## config.mk

```make
export PLATFORM = sky130hd
export DESIGN_NAME = mul_issue_ctrl
export DESIGN_NICKNAME = d
export VERILOG_FILES = /design/src/rtl/mul_ctrl_pkg.sv /design/src/rtl/mul_result_cache.sv /design/src/rtl/mul_issue_ctrl.sv
export SDC_FILE = /design/constraint.sdc
export NUM_CORES = 1
export LEC_CHECK = 0
export BUFFER_PORTS_ARGS = -buffer_cell sky130_fd_sc_hd__clkbuf_2
export CORE_MARGIN = 2
export CORE_UTILIZATION = 59
export CTS_CLUSTER_SIZE = 20
export DETAILED_ROUTE_END_ITERATION = 7
export HOLD_SLACK_MARGIN = 0.1
export PLACE_DENSITY = 0.94
export RECOVER_POWER = 100
export SLEW_MARGIN = 10
export SYNTH_ARGS = -nofsm -noshare
export SYNTH_HDL_FRONTEND = slang
export SYNTH_SLANG_ARGS = --single-unit
```

## constraint.sdc

```tcl
create_clock -name mul_clk -period 2.88 [get_ports mul_clk]
set_input_delay 0.288 -clock mul_clk [delete_from_list [all_inputs] [get_ports mul_clk]]
set_output_delay 0.288 -clock mul_clk [all_outputs]
set_load 0.01 [all_outputs]
```

## src/rtl/mul_ctrl_pkg.sv

```systemverilog
// Shared definitions for the EXE-stage multiplier issue controller.
// Op encodings, controller states and default core latency.
package mul_ctrl_pkg;

  localparam logic [1:0] OP_MULW   = 2'b00;
  localparam logic [1:0] OP_MULHW  = 2'b01;
  localparam logic [1:0] OP_MULHWU = 2'b10;

  localparam int MUL_LAT_DEF = 4;

  typedef enum logic [2:0] {
    ST_IDLE,
    ST_ISSUE,
    ST_WAIT,
    ST_DRAIN,
    ST_RESP
  } mul_state_t;

  // Only MULH.WU runs the core unsigned.
  function automatic logic op_signed(
    input logic [1:0] op
  );
    return op != OP_MULHWU;
  endfunction

  // Reserved op 11 falls back to the low half like MUL.W.
  function automatic logic op_high(
    input logic [1:0] op
  );
    return (op == OP_MULHW) || (op == OP_MULHWU);
  endfunction

endpackage

```

## src/rtl/mul_result_cache.sv

```systemverilog
// Single-entry product cache keyed on (src1, src2, sign).
// Lets a MUL.W/MULH pair on equal operands share one core pass.
module mul_result_cache
  import mul_ctrl_pkg::*;
#(
  parameter int CACHE_EN = 1
) (
  input  logic        mul_clk,
  input  logic        reset,
  input  logic        wr_en,
  input  logic [31:0] wr_src1,
  input  logic [31:0] wr_src2,
  input  logic        wr_sign,
  input  logic [63:0] wr_prod,
  input  logic [31:0] lk_src1,
  input  logic [31:0] lk_src2,
  input  logic        lk_sign,
  input  logic        lk_high,
  output logic        hit,
  output logic [31:0] rd_data
);

  logic        vld;
  logic [31:0] tag_src1;
  logic [31:0] tag_src2;
  logic        tag_sign;
  logic [63:0] prod;

  logic        ops_eq;
  logic        sign_ok;

  always_ff @(posedge mul_clk) begin
    if (!reset) begin
      vld      <= 1'b0;
      tag_src1 <= '0;
      tag_src2 <= '0;
      tag_sign <= 1'b0;
      prod     <= '0;
    end else if (wr_en) begin
      vld      <= 1'b1;
      tag_src1 <= wr_src1;
      tag_src2 <= wr_src2;
      tag_sign <= wr_sign;
      prod     <= wr_prod;
    end
  end

  // The low half does not depend on signedness.
  assign ops_eq  = (tag_src1 == lk_src1)
                 && (tag_src2 == lk_src2);
  assign sign_ok = !lk_high || (tag_sign == lk_sign);

  assign hit = (CACHE_EN != 0)
             && vld
             && ops_eq
             && sign_ok;

  assign rd_data = lk_high ? prod[63:32]
                           : prod[31:0];

endmodule

```

## src/rtl/mul_issue_ctrl.sv

```systemverilog
// Issue/response sequencer for the shared two-stage multiplier core.
// Fixed-latency capture, one-entry product cache, flush-safe drain.
module mul_issue_ctrl
  import mul_ctrl_pkg::*;
#(
  parameter int MUL_LAT  = MUL_LAT_DEF,
  parameter int CACHE_EN = 1
) (
  input  logic        mul_clk,
  input  logic        reset,
  input  logic        req_valid,
  output logic        req_ready,
  input  logic [1:0]  req_op,
  input  logic [31:0] req_src1,
  input  logic [31:0] req_src2,
  input  logic        flush,
  output logic        resp_valid,
  input  logic        resp_ready,
  output logic [31:0] resp_data,
  output logic        busy,
  output logic        mul_start,
  output logic        mul_sign,
  output logic [31:0] mul_x,
  output logic [31:0] mul_y,
  input  logic [63:0] mul_result
);

  localparam int CW = (MUL_LAT > 2)
                    ? $clog2(MUL_LAT) : 1;

  mul_state_t  state;
  logic [CW-1:0] cnt;

  logic [31:0] op_src1;
  logic [31:0] op_src2;
  logic        op_sign_r;
  logic        op_high_r;

  logic        accept;
  logic        lk_sign;
  logic        lk_high;
  logic        c_hit;
  logic [31:0] c_data;
  logic        done;
  logic        c_wr;
  logic [31:0] res_half;

  assign lk_sign = op_signed(req_op);
  assign lk_high = op_high(req_op);

  assign req_ready = reset
                   && (state == ST_IDLE)
                   && !flush;
  assign accept    = req_valid && req_ready;

  assign done = (cnt == '0);
  assign c_wr = (state == ST_WAIT)
              && done
              && !flush;

  assign res_half = op_high_r ? mul_result[63:32]
                              : mul_result[31:0];

  mul_result_cache #(
    .CACHE_EN (CACHE_EN)
  ) u_cache (
    .mul_clk (mul_clk),
    .reset   (reset),
    .wr_en   (c_wr),
    .wr_src1 (op_src1),
    .wr_src2 (op_src2),
    .wr_sign (op_sign_r),
    .wr_prod (mul_result),
    .lk_src1 (req_src1),
    .lk_src2 (req_src2),
    .lk_sign (lk_sign),
    .lk_high (lk_high),
    .hit     (c_hit),
    .rd_data (c_data)
  );

  always_ff @(posedge mul_clk) begin
    if (!reset) begin
      state     <= ST_IDLE;
      cnt       <= '0;
      op_src1   <= '0;
      op_src2   <= '0;
      op_sign_r <= 1'b0;
      op_high_r <= 1'b0;
      resp_data <= '0;
    end else begin
      case (state)
        ST_IDLE: begin
          if (accept) begin
            op_src1   <= req_src1;
            op_src2   <= req_src2;
            op_sign_r <= lk_sign;
            op_high_r <= lk_high;
            if (c_hit) begin
              resp_data <= c_data;
              state     <= ST_RESP;
            end else begin
              state     <= ST_ISSUE;
            end
          end
        end
        ST_ISSUE: begin
          if (flush) begin
            state <= ST_IDLE;
          end else begin
            cnt   <= CW'(MUL_LAT - 1);
            state <= ST_WAIT;
          end
        end
        ST_WAIT: begin
          // The core finishes on its own; a flush
          // only suppresses the response.
          if (done) begin
            if (flush) begin
              state <= ST_IDLE;
            end else begin
              resp_data <= res_half;
              state     <= ST_RESP;
            end
          end else begin
            cnt <= cnt - CW'(1);
            if (flush) begin
              state <= ST_DRAIN;
            end
          end
        end
        ST_DRAIN: begin
          if (done) begin
            state <= ST_IDLE;
          end else begin
            cnt <= cnt - CW'(1);
          end
        end
        ST_RESP: begin
          if (flush || resp_ready) begin
            state <= ST_IDLE;
          end
        end
        default: begin
          state <= ST_IDLE;
        end
      endcase
    end
  end

  assign resp_valid = (state == ST_RESP);
  assign busy       = (state != ST_IDLE);
  assign mul_start  = (state == ST_ISSUE) && !flush;
  assign mul_sign   = op_sign_r;
  assign mul_x      = op_src1;
  assign mul_y      = op_src2;

endmodule

```

==> run_results.csv, run 1 <==
group,metric,value,unit
run_status,violations,"max-capacitance violations, max-slew violations",
yosys,synth_flop_cell,"dfxtp_1",
global_route,grt_max_degree,132,
worst_setup_path,critPathKind,"primary input to flop",
worst_setup_path,r2r-end,"resp_data[29]$_SDFFE_PN0P_",
layout,drive_above_1_share,0.144,
yosys,yosysTopAreaCellShare,0.435,
layout,final_common_cell,"nand2_1",
worst_setup_path,r2r-start,"state[2]$_SDFFE_PN0P_",
drt,route.detailed.drc,0,
clock_tree,cts_root_buf,"clkbuf_16",
power_and_ir_drop,max-vdd-ir-drop,0.745,mV
timing,setup_viol,0,
drt,ant_nets,0,
placement,dp_slack,0.437,ns
global_route,antenna_found_initial,2,
clock_tree,cts_num_sinks,233,
timing,tightest_slew,1.54,ns
die,core_area,17900,sq um
die,dieArea,19300,sq um
global_route,grt_pass1_vias,12000,
drt,totalWireLength,39600,um
drt,drtIter0Drc,1660,
yosys,ys_seq_elements,233,
yosys,syn-cell-area,10700,sq um
yosys,synthesis.instances,1356,
timing,drv_slew,66,
layout,mostFrequentLayoutCells,"nand2_1, dfxtp_1, a21oi_1",
timing,fin_crit,2.70,ns
clock_tree,h-tree-depth,1,
die,die_x,139,um
layout,finalInstanceArea,13900,sq um
die,ios,236,
min_path,min_to,"mul_sign$_SDFFE_PN0P_",
worst_setup_path,r2r_cells,7,
layout,areaGrowthSynthToFinish,29.7,%
timing,worst_slack,0.185,ns
timing,hold_viol,0,
yosys,syn_nets,1493,
drt,drtPass1Iterations,6,
yosys,synth_edf_count,0,
drt,viasPerCell,6.39,
worst_setup_path,critPathLaunchType,"primary input",
yosys,yosys.area.top_type,"dfxtp_1",
worst_setup_path,cp-end-kind,"flop",
timing,max_slew_margin,-0.0268,
clock_tree,hold_buffers,129,
timing,fin_tns_setup,0,ns
clock_tree,post_cts_buffers,0,
global_route,grt_pass1_wl,62300,um
die,start_util,0.599,
layout,fin_nets,1794,
worst_setup_path,cp_data_arrival_time,3.13,ns
yosys,synth_area_leaders,"dfxtp_1, nand2_1, a21oi_1",
run,max-cap-violations,1,
placement,gp_congestion,0.829,
worst_setup_path,path_max_fanout,66,
timing,clock_skew,0.0238,ns
placement,dpl-instance-area,11900,sq um
worst_setup_path,regToRegSetupSlack,0.29,ns
placement,hpwl,21200,um
min_path,min_from,"req_op[1]",
yosys,synthDistinctLibCells,45,
timing,period_share,0.936,
worst_setup_path,cp.required,3.32,ns
min_path,hp-class,"primary input to flop",
yosys,synthArstFlopShare,0,
timing,max_freq,371,MHz
yosys,syn_area_per_cell,7.91,sq um
clock_tree,cts_tree,"yes",
global_route,grt_overflow_total,0,
run_status,outcome,"finished, violations left",
yosys,yosysSeqAreaShare,0.435,
power_and_ir_drop,power_density,577,nW/um^2
clock_tree,clkLatencyLatePin,0.54,ns
timing,rsz0062_at_grt,"false",
min_path,whs_path_depth,3,
power_and_ir_drop,leakagePower,5.06,nW
clock_tree,clockBufferDepth,3,
die,row_count,49,
yosys,ys_warn_count,0,
drt,num_vias,12200,
placement,portBuffers,235,
drt,wire_per_inst,20.8,um
clock_tree,path_clk_slew,0.06,ns
die,die_h,139,um
clock_tree,cts-buffers-inserted,25,
global_route,grt_usage,0.393,
clock_tree,cts-resized-gates,0,
==> area by class of cell <==
class                   count  area, sq um
multi-input cells         998         5560
flip-flops and latches    233         4670
fillers                  1101         4000
repair buffers            386         2520
clock buffers              37          741
well taps                 229          287
clock inverters             5         78.8
inverters                  13         53.8
diodes                      2         5.00
==> worst max-delay path, stage by stage <==
cell	delay (ns)
dlygate4sd3_1	0.55
clkbuf_1	0.15
xnor2_1	0.41
nand4_1	0.18
nor4_1	0.34
nand4_1	0.15
clkbuf_4	0.42
or3_1	0.49
o211ai_1	0.10
==> stage by stage <==
step                power [mW]  cells  utilization  hold WS, ns
detailed placement        4.62   1730        0.667        0.446
CTS                       7.93   1901        0.785        0.153
floorplan                 4.16   1356            -        0.410
global route              8.24   1903        0.777        0.189
finish                    8.03   1903        0.777        0.190
global placement          4.57   1730        0.667        0.441
==> power breakdown <==
group	switching, mW	internal [mW]	leakage, nW
logic	0.660	0.531	2.77
registers	0.173	3.38	1.89
clock network	1.35	1.94	0.405
==> Yosys cell counts (5+ instances only) <==
cell type  count
nand2_1      419
dfxtp_1      233
a21oi_1      226
clkbuf_1      69
xnor2_1       52
nand3_1       36
or3_1         33
mux2_2        32
mux2i_1       32
o211ai_1      32
o221ai_1      32
o2bb2ai_1     32
buf_2         28
nand4_1       14
nor2_1        14
buf_1         11
inv_1         11
a211oi_1       5
==> kinds of logic (layout without fill, tap and decap cells) <==
family                   Yosys count  in the layout  share of synthesized area
multiplexers                      64             64                     0.0635
flip-flops                       233            233                      0.435
adder cells (fa/ha/maj)            2              2                    0.00233
buffers and inverters            125            441                     0.0498
AND/OR/NAND/NOR                  538            538                      0.212
AO/OA/AOI/OAI                    338            338                      0.191
XOR/XNOR                          56             56                     0.0457
other                              0              2                          0
==> registers in the layout (all words and copies together), names as in the netlist <==
signal,count
op_high_r,1
cnt,2
resp_data,32
u_cache.vld,1
u_cache.tag_sign,1
state,3
u_cache.tag_src2,32
u_cache.prod,64
mul_x,32
mul_y,32
u_cache.tag_src1,32
mul_sign,1
==> per-layer routing <==
metal | wire (um) | vias up | share of wire | track usage
li1 | - | 5277 | - | -
met1 | 13700 | 5658 | 0.35 | 0.463
met4 | 2840 | 0 | 0.072 | 0.229
met5 | 0 | - | 0 | 0
met3 | 4290 | 250 | 0.11 | 0.0794
met2 | 18800 | 969 | 0.47 | 0.668
==> how the worst max path moves through the flow <==
| stage | start | end | slack [ns] | cells past startpoint |
|---|---|---|---|---|
| 2_1_floorplan | req_op[0] | resp_data[10]$_SDFFE_PN0P_ | 0.92 | 9 |
| 3_3_place_gp | req_op[0] | resp_data[4]$_SDFFE_PN0P_ | 0.51 | 9 |
| 3_5_place_dp | req_op[0] | resp_data[9]$_SDFFE_PN0P_ | 0.44 | 9 |
| 4_1_cts | req_src2[28] | resp_data[13]$_SDFFE_PN0P_ | 0.52 | 8 |
| 5_1_grt | state[2]$_SDFFE_PN0P_ | resp_data[29]$_SDFFE_PN0P_ | 0.15 | 7 |
| 6_report | req_src1[27] | resp_data[8]$_SDFFE_PN0P_ | 0.18 | 9 |
No activity file was read; power rests on OpenSTA's default activity.
==> inputs of run 2 (changes only) <==
--- a/config.mk
+++ b/config.mk
@@ -8,9 +8,10 @@
 export BUFFER_PORTS_ARGS = -buffer_cell sky130_fd_sc_hd__clkbuf_2
 export CORE_MARGIN = 2
-export CORE_UTILIZATION = 59
+export CORE_UTILIZATION = 55
 export CTS_CLUSTER_SIZE = 20
 export DETAILED_ROUTE_END_ITERATION = 7
+export GPL_TIMING_DRIVEN = 1
 export HOLD_SLACK_MARGIN = 0.1
-export PLACE_DENSITY = 0.94
+export PLACE_DENSITY = 0.89
 export RECOVER_POWER = 100
 export SLEW_MARGIN = 10
==> constraint.sdc (replaced) <==
create_clock -name mul_clk -period 2.88 [get_ports mul_clk]
set_input_delay 0.144 -clock mul_clk [delete_from_list [all_inputs] [get_ports mul_clk]]
set_output_delay 0.144 -clock mul_clk [all_outputs]
set_load 0.01 [all_outputs]
==> run 2 against run 1 <==
Wire length down 3.1%. Worst hold slack better by 0.052 ns. Global-route usage fell by 3.6 points. Register-to-register slack lost 0.11 ns. Critical path depth shrank 3. Clock skew is 0.0098 ns lower. Critical endpoint is now mul_y[4]$_SDFFE_PN0P_. The run now ends clean. Highest routed layer unchanged.
==> run_results.csv, run 2 (synthesis gave the netlist of run 1 again) <==
group,metric,value,unit
worst_setup_path,cp.required,3.29,ns
clock_tree,cts_num_sinks,233,
timing,max_freq,370,MHz
global_route,grt_overflow_total,0,
timing,setup_viol,0,
placement,place_inst,1760,
die,start_util,0.556,
drt,drtIter0Drc,1050,
placement,portBuffers,235,
die,row_count,51,
die,die_x,144,um
power_and_ir_drop,leakagePower,5.09,nW
timing,fin_hold_ws,0.242,ns
timing,clock_skew,0.0140,ns
global_route,grt_pass1_wl,59000,um
global_route,antenna_found_initial,0,
clock_tree,clockBufferDepth,3,
clock_tree,cts-resized-gates,0,
clock_tree,hold_buffers,134,
worst_setup_path,cp_data_arrival_time,3.11,ns
run,max-cap-violations,0,
clock_tree,h-tree-depth,1,
die,die_h,144,um
timing,fin_crit,2.70,ns
worst_setup_path,critPathLaunchType,"flop",
layout,instances_no_fill,1940,
layout,drive_above_1_share,0.144,
layout,mostFrequentLayoutCells,"nand2_1, dfxtp_1, a21oi_1",
drt,totalWireLength,38400,um
global_route,grt_max_degree,162,
die,ios,236,
clock_tree,cts_root_buf,"clkbuf_16",
timing,max_slew_margin,0.124,
clock_tree,cts-buffers-inserted,25,
die,dieArea,20600,sq um
placement,hpwl,20500,um
run_status,outcome,"completed",
clock_tree,path_clk_slew,0.07,ns
layout,fin_nets,1793,
worst_setup_path,slowest_delay,0.60,ns
placement,dp_slack,0.350,ns
timing,period_share,0.938,
timing,tightest_slew,1.31,ns
layout,areaGrowthSynthToFinish,30.8,%
layout,final_util,0.728,
clock_tree,clkLatencyLatePin,0.52,ns
timing,worst_slack,0.179,ns
die,core_area,19300,sq um
worst_setup_path,cp-end-kind,"flop",
placement,gp_congestion,0.880,
worst_setup_path,path_max_fanout,58,
clock_tree,post_cts_buffers,0,
drt,num_vias,11700,
drt,ant_nets,0,
power_and_ir_drop,power_density,579,nW/um^2
layout,final_common_cell,"nand2_1",
worst_setup_path,cp_cell_sequence,"nor2_1 > and4_4 > buf_4 > buf_4 > nand2_1 > a21oi_1",
drt,route.detailed.drc,0,
drt,drtPass1Iterations,7,
power_and_ir_drop,max-vdd-ir-drop,0.534,mV
clock_tree,cts_tree,"yes",
worst_setup_path,path_common_cell,"buf_4",
timing,drv_slew,0,
global_route,grt_pass1_vias,11500,
layout,regMostFlops,"u_cache.prod",
worst_setup_path,critPathKind,"flop to flop",
worst_setup_path,critPathBufInv,2,
timing,fin_tns_setup,0,ns
drt,viasPerCell,6.03,
drt,wire_per_inst,19.8,um
global_route,grt_usage,0.357,
min_path,hp-class,"primary input to flop",
timing,hold_viol,0,
worst_setup_path,critPathSlowestCell,"buf_4",
timing,rsz0062_at_grt,"false",
worst_setup_path,cpLargestDelayFamily,"simple AND/OR/NAND/NOR gates",
layout,antennaDiodeCount,0,
layout,largest_reg_flops,64,
==> run 2: cell count changes in the layout (fill, tap and decap cells not counted), sizes merged <==
cell,before,now
clkbuf,279,272
bufinv,2,3
clkinvlp,0,1
dlygate4sd3,129,134
diode,2,0
buf,15,14
clkinv,2,6
==> run 2: layer usage <==
| metal | up-vias | GRT usage | wire (um) |
|---|---|---|---|
| li1 | 5269 | - | - |
| met4 | 0 | 0.198 | 2440 |
| met5 | - | 0 | 0 |
| met3 | 206 | 0.0756 | 3510 |
| met1 | 5439 | 0.405 | 13800 |
| met2 | 786 | 0.624 | 18600 |
==> run 2: layout make-up <==
type                            count  area (sq um)
Inverter                           13          53.8
Multi-Input combinational cell    998          5570
Clock inverter                     11           140
Timing Repair Buffer              385          2530
Tap cell                          265           332
Sequential cell                   233          4670
Fill cell                        1369          5250
Clock buffer                       35           733
==> run 2: per-stage QoR <==
stage | power, mW | cell area (sq um)
CTS | 8.10 | 14200
global placement | 4.57 | 11900
finish | 8.12 | 14000
floorplan | 4.16 | 10700
detailed placement | 4.61 | 11900
global route | 8.36 | 14000
==> run 2: path summary, 6_finish.rpt <==
check | from | end | slack [ns] | depth (start not counted)
worst max-delay path | state[2]$_SDFFE_PN0P_ | mul_y[4]$_SDFFE_PN0P_ | 0.18 | 6
worst min register to register | u_cache.prod[42]$_SDFFE_PN0P_ | u_cache.prod[42]$_SDFFE_PN0P_ | 0.45 | 2
worst max register to register | state[2]$_SDFFE_PN0P_ | mul_y[4]$_SDFFE_PN0P_ | 0.18 | 6
worst min-delay path | req_valid | resp_data[4]$_SDFFE_PN0P_ | 0.24 | 6
==> run 2: power by group <==
group          internal (mW)  total (mW)  switching (mW)
Clock                   2.05        3.40            1.35
Combinational          0.533        1.18           0.645
Sequential              3.38        3.54           0.162
==> run 2: tightest hold or removal path, delay by kind of cell <==
kind	cells	cell delay, ns
AOI/OAI and AO/OA	3	0.27
buffers and inverters	1	0.09
and+or+nand+nor	2	0.22
